File: config.mk
export PLATFORM = sky130hd
export DESIGN_NAME = mdu_ctrl
export DESIGN_NICKNAME = d
export VERILOG_FILES = /design/src/rtl/mdu_ctrl.sv
export SDC_FILE = /design/constraint.sdc
export NUM_CORES = 2
export LEC_CHECK = 0
export BUFFER_PORTS_ARGS = -buffer_cell sky130_fd_sc_hd__buf_4
export CAP_MARGIN = 20
export CORE_ASPECT_RATIO = 1.1
export CORE_UTILIZATION = 40
export CTS_BUF_LIST = sky130_fd_sc_hd__clkbuf_8 sky130_fd_sc_hd__clkbuf_16
export CTS_CLUSTER_DIAMETER = 150
export CTS_CLUSTER_SIZE = 14
export DETAILED_ROUTE_END_ITERATION = 6
export GPL_TIMING_DRIVEN = 0
export RECOVER_POWER = 50
export SYNTH_ARGS = -nofsm -noshare
export SYNTH_HDL_FRONTEND = slang
export SYNTH_SLANG_ARGS = --single-unit
File: constraint.sdc
create_clock -name clk -period 9.65 [get_ports clk]
set_input_delay 0.4825 -clock clk [delete_from_list [all_inputs] [get_ports clk]]
set_output_delay 0.4825 -clock clk [all_outputs]
set_load 0.01 [all_outputs]
File: src/rtl/mdu_ctrl.sv
// mdu_ctrl: multiply/divide controller for the EX stage. It owns the HI/LO
// registers and stalls EX while a multiply or divide is in flight.
// It runs two kinds of operation:
// - a multi-cycle multiply whose product is registered in the start cycle;
// - a 32-iteration restoring divide, one quotient bit per cycle, MSB first.
//
// Parameter:
//   MUL_LAT     multiply stall cycles after the start cycle (1..8)
//
// Ports:
//   clk         system clock
//   resetn      asynchronous active-low reset
//   ex_valid    EX holds a valid instruction
//   ex_adv      EX instruction leaves EX at this edge
//   flush       cancel the EX instruction and any operation in flight
//   mult, div   multiply / divide instruction in EX
//   mdsign      1: signed multiply or divide
//   hilowen     {mthi, mtlo} write enables (used when mult=div=0)
//   hiloren     2'b10 reads HI, 2'b01 reads LO
//   rega, regb  GPR[rs], GPR[rt] operands
//   stall       hold EX; the operation has not finished
//   busy        controller is not idle
//   hilo_rdata  selected HI/LO value, 0 when no read is selected
//
// Build option: defining MDU_DIV_ZERO_FAST_EN lets a divide by zero finish
// in the start cycle, with LO=0xFFFFFFFF and HI=rega.
module mdu_ctrl #(
   parameter int MUL_LAT = 2
) (
   input  logic        clk,
   input  logic        resetn,
   input  logic        ex_valid,
   input  logic        ex_adv,
   input  logic        flush,
   input  logic        mult,
   input  logic        div,
   input  logic        mdsign,
   input  logic [1:0]  hilowen,
   input  logic [1:0]  hiloren,
   input  logic [31:0] rega,
   input  logic [31:0] regb,
   output logic        stall,
   output logic        busy,
   output logic [31:0] hilo_rdata
);

`ifdef MDU_DIV_ZERO_FAST_EN
   localparam bit DIV_ZERO_FAST = 1'b1;
`else
   localparam bit DIV_ZERO_FAST = 1'b0;
`endif

   typedef enum logic [2:0] {IDLE, MUL, DIV, FIX, DONE} state_t;

   state_t      state_reg, state_next;
   logic [4:0]  cnt_reg;
   logic [63:0] prod_reg;
   logic [31:0] hi_reg, lo_reg;
   logic [31:0] quo_reg;      // dividend shifts out of the top, quotient bits enter at the bottom
   logic [31:0] dvs_reg;
   logic [31:0] rem_reg;
   logic        neg_q_reg, neg_r_reg;

   logic        start, mt_wr, div_zero_fast;
   logic [63:0] a_ext, b_ext;
   logic        a_neg, b_neg;
   logic [31:0] a_abs, b_abs;
   logic [32:0] trial, diff;
   logic        q_bit;

   assign start = ex_valid & (mult | div) & ~flush & (state_reg == IDLE);
   assign mt_wr = (state_reg == IDLE) & ex_valid & ex_adv & ~flush & ~mult & ~div;
   assign div_zero_fast = DIV_ZERO_FAST & (regb == 32'd0);

   // Gated by resetn so EX is never held while the controller is in reset.
   assign stall = resetn & ex_valid & (mult | div) & ~flush & (state_reg != DONE);
   assign busy  = (state_reg != IDLE);

   always_comb begin
      hilo_rdata = 32'd0;
      case (hiloren)
         2'b10:   hilo_rdata = hi_reg;
         2'b01:   hilo_rdata = lo_reg;
         default: hilo_rdata = 32'd0;
      endcase
   end

   // Extending the operands to 64 bits makes the low 64 bits of a single
   // product correct for both signed and unsigned multiplies.
   assign a_ext = mdsign ? {{32{rega[31]}}, rega} : {32'd0, rega};
   assign b_ext = mdsign ? {{32{regb[31]}}, regb} : {32'd0, regb};

   assign a_neg = mdsign & rega[31];
   assign b_neg = mdsign & regb[31];
   assign a_abs = a_neg ? (~rega + 32'd1) : rega;
   assign b_abs = b_neg ? (~regb + 32'd1) : regb;

   // Restoring step: the partial remainder stays below the divisor, so the
   // trial value fits in 33 bits and bit 32 of the difference is the borrow.
   // A zero divisor never borrows, which yields an all-ones quotient and a
   // remainder equal to the dividend.
   assign trial = {rem_reg, quo_reg[31]};
   assign diff  = trial - {1'b0, dvs_reg};
   assign q_bit = ~diff[32];

   always_ff @(posedge clk or negedge resetn) begin
      if (!resetn) state_reg <= IDLE;
      else         state_reg <= state_next;
   end

   always_comb begin
      state_next = state_reg;
      case (state_reg)
         IDLE: begin
            if (start) begin
               if (mult)               state_next = MUL;
               else if (div_zero_fast) state_next = DONE;
               else                    state_next = DIV;
            end
         end
         MUL:  if (cnt_reg == 5'd0) state_next = DONE;
         DIV:  if (cnt_reg == 5'd0) state_next = FIX;
         FIX:  state_next = DONE;
         DONE: if (ex_adv || !ex_valid) state_next = IDLE;
         default: state_next = IDLE;
      endcase
      if (flush) state_next = IDLE;
   end

   always_ff @(posedge clk or negedge resetn) begin
      if (!resetn) begin
         cnt_reg   <= 5'd0;
         prod_reg  <= 64'd0;
         hi_reg    <= 32'd0;
         lo_reg    <= 32'd0;
         quo_reg   <= 32'd0;
         dvs_reg   <= 32'd0;
         rem_reg   <= 32'd0;
         neg_q_reg <= 1'b0;
         neg_r_reg <= 1'b0;
      end else begin
         case (state_reg)
            IDLE: begin
               if (start) begin
                  if (mult) begin
                     prod_reg <= a_ext * b_ext;
                     cnt_reg  <= 5'(MUL_LAT - 1);
                  end else if (div_zero_fast) begin
                     lo_reg <= 32'hFFFF_FFFF;
                     hi_reg <= rega;
                  end else begin
                     quo_reg   <= a_abs;
                     dvs_reg   <= b_abs;
                     rem_reg   <= 32'd0;
                     neg_q_reg <= a_neg ^ b_neg;
                     neg_r_reg <= a_neg;
                     cnt_reg   <= 5'd31;
                  end
               end else if (mt_wr) begin
                  if (hilowen[1]) hi_reg <= rega;
                  if (hilowen[0]) lo_reg <= rega;
               end
            end
            MUL: begin
               if (cnt_reg == 5'd0) begin
                  if (!flush) begin
                     hi_reg <= prod_reg[63:32];
                     lo_reg <= prod_reg[31:0];
                  end
               end else begin
                  cnt_reg <= cnt_reg - 5'd1;
               end
            end
            DIV: begin
               rem_reg <= q_bit ? diff[31:0] : trial[31:0];
               quo_reg <= {quo_reg[30:0], q_bit};
               if (cnt_reg != 5'd0) cnt_reg <= cnt_reg - 5'd1;
            end
            FIX: begin
               if (!flush) begin
                  lo_reg <= neg_q_reg ? (~quo_reg + 32'd1) : quo_reg;
                  hi_reg <= neg_r_reg ? (~rem_reg + 32'd1) : rem_reg;
               end
            end
            default: ;
         endcase
      end
   end

endmodule

==> impl_metrics.json <==
{
  "numCtsBuffers": 20,
  "slowest_stage": "fa_2",
  "slowest_delay_ps": 580,
  "cp-start-kind": "input pin",
  "htreeDepth": 1,
  "startpoint": "mdsign",
  "vias": 50700,
  "synth.net_count": 8794,
  "finalClockSkew_ps": 19.3,
  "clockBufferDepth": 3,
  "hold_viol_final": 0,
  "nets": 8914,
  "syn_area_um2": 62700,
  "synth-seq-cells": 234,
  "row_count": 152,
  "synth_ff_type": "dfrtp_1",
  "totalWireLength_um": 260000,
  "synth_fa_ha_area_frac": 0.524,
  "synth_cell_types": 79,
  "area_growth_pct": 8.32,
  "fin_crit_ps": 9530,
  "final_max_slew_viol_count": 103,
  "r2r-start": "quo_reg[31]",
  "hold_start": "flush",
  "firstDrtPassIters": 6,
  "cts_tree": "built",
  "die_w_um": 380,
  "port_buffers": 68,
  "gp_congestion": 1.06,
  "grt_antenna_before_repair": 38,
  "synth.most_common_cell": "inv_1",
  "synth_edf_count": 0,
  "failed_checks": "capacitance limit, slew limit",
  "synth_mux_area_frac": 0.00555,
  "crit_buf_inv": 9,
  "die_h_um": 417,
  "setup.worst_path.end_class": "flop",
  "fmax_ghz": 0.105,
  "track_usage": 0.333,
  "crit_family": "adder cells",
  "synth_common_cells": "inv_1, fa_1, nand2_1",
  "drive_gt1_frac": 0.0620,
  "clk_pin_slew_worst_paths_ps": 70,
  "grt_pass1_vias": 53800,
  "grt_pass1_wl_um": 375000,
  "grt_max_degree": 116,
  "hold_slack_ps": 145,
  "synth_xor_area_frac": 0.0363,
  "wire_per_inst_um": 28.4,
  "synth_top_cell_by_area": "fa_1",
  "synth_top_area_share": 0.453,
  "routed_via_density": 5.53,
  "cts-root-buf": "clkbuf_16",
  "min_path_type": "in2reg",
  "worstSetupPathType": "in2reg",
  "syn_inst": 6946,
  "finalCritPeriodShare": 0.987,
  "clock-sinks": 234,
  "seq_area_frac_synth": 0.0934,
  "utilization": 0.436,
  "synth_compound_area_frac": 0.0805,
  "synth.top_cells.by_area": "fa_1, inv_1, dfrtp_1",
  "drtAntennaViolNets": 0,
  "ys_async_sr_fraction": 1.00,
  "drv_cap": 1,
  "syn_avg_cell_area_um2": 9.03,
  "setup_viol": 0,
  "die-area_um2": 158000,
  "ioPinCount": 110,
  "crit_arrival_ps": 9930,
  "placed_area_um2": 66700,
  "synth_top_family_by_area": "adder cells",
  "overflow": 0,
  "slew_headroom": -3.01,
  "crit_path_frequent_cell": "fa_1",
  "synth_warnings": 0,
  "dpl.hpwl_um": 224000,
  "largest_register_ffs": 64,
  "core-area_um2": 156000,
  "rsz0062_at_grt": "true",
  "synth-simple-area-share": 0.142,
  "start_util": 0.403,
  "clk_latency_ps": 540,
  "required_ps": 10050,
  "worst_slew_pin_slew_ps": 6010,
  "status": "finished with violations",
  "stdcell_area_um2": 67900,
  "drt_iter0_drc": 4981,
  "path_max_fanout": 10,
  "drc_errors": 0
}
cells by family (layout without fill, tap and decap cells):
family	after synthesis	in the layout
other	0	20
xor gates and xnor gates	260	260
DFF	234	234
buffers and inverters	1977	2097
muxes	34	34
AOI/OAI and AO/OA	818	818
and+or+nand+nor	1849	1849
adders and majority gates	1774	1774
final timing paths:
check,endpoint,cells after the start,slack [ps]
worst max-delay path,prod_reg[62],31,120
worst min-delay path,state_reg[2],2,140
worst max register to register,rem_reg[15],15,5450
worst min register to register,dvs_reg[25],2,480
max in group asynchronous,prod_reg[49],3,2600
min in group asynchronous,dvs_reg[8],2,700
layer usage:
metal | vias up | share of wire | GRT usage | wire length, µm
met5 | - | 0.00030 | 0 | 78
met4 | 12 | 0.086 | 0.232 | 22400
met3 | 740 | 0.081 | 0.0470 | 20900
met2 | 2557 | 0.45 | 0.530 | 118000
met1 | 26400 | 0.38 | 0.419 | 98500
li1 | 21000 | - | - | -
layout by cell type (no fill, tap or decap), types with 211 or more instances in the layout:
cell      count
dfrtp_1     234
fa_1       1389
inv_1      1568
and2_1      568
o21ai_0     229
a21oi_1     231
clkbuf_1    211
nor2_1      303
ha_1        339
nand2_1     746
final cells by class:
cell class              instances  area (µm²)
multi-input cells            4735       49800
plain buffers                 364        1680
clock buffers                  21         526
flip-flops and latches        234        5860
well taps                    2079        2600
fillers                     15600       87800
clock inverters                 1        30.0
inverters                    1577        5930
diodes                         20        50.0
repair buffers                134        1410
timing repair:
action                     in CTS  in global routing
hold buffers                    1                  0
buffers inserted                8                  9
gates resized for setup       207                164
pin swaps                      12                 26
hold endpoints to repair       19                  0
setup endpoints to repair      37                 19
worst register-to-register path: cells and delay by family, from the launching register on:
kind	cells	cell delay, ps
multiplexers	1	250
adder cells (fa/ha/maj)	2	600
AND/OR/NAND/NOR	1	170
flip-flops	1	400
buffers and inverters	4	850
AO/OA/AOI/OAI	7	1800
through the flow:
stage | setup WS (ps) | cells | TNS (ps)
final | 122 | 9165 | 0
after global routing | -15.0 | 9147 | -19.9
after CTS | 0.253 | 9144 | 0
after detailed placement | -2660 | 9140 | -65450
after global placement | -3610 | 9093 | -92980
after floorplan | 16.4 | 6946 | 0
Power is not shown: default switching activity piles up to over one toggle a cycle in this logic, so the estimate is an artifact.
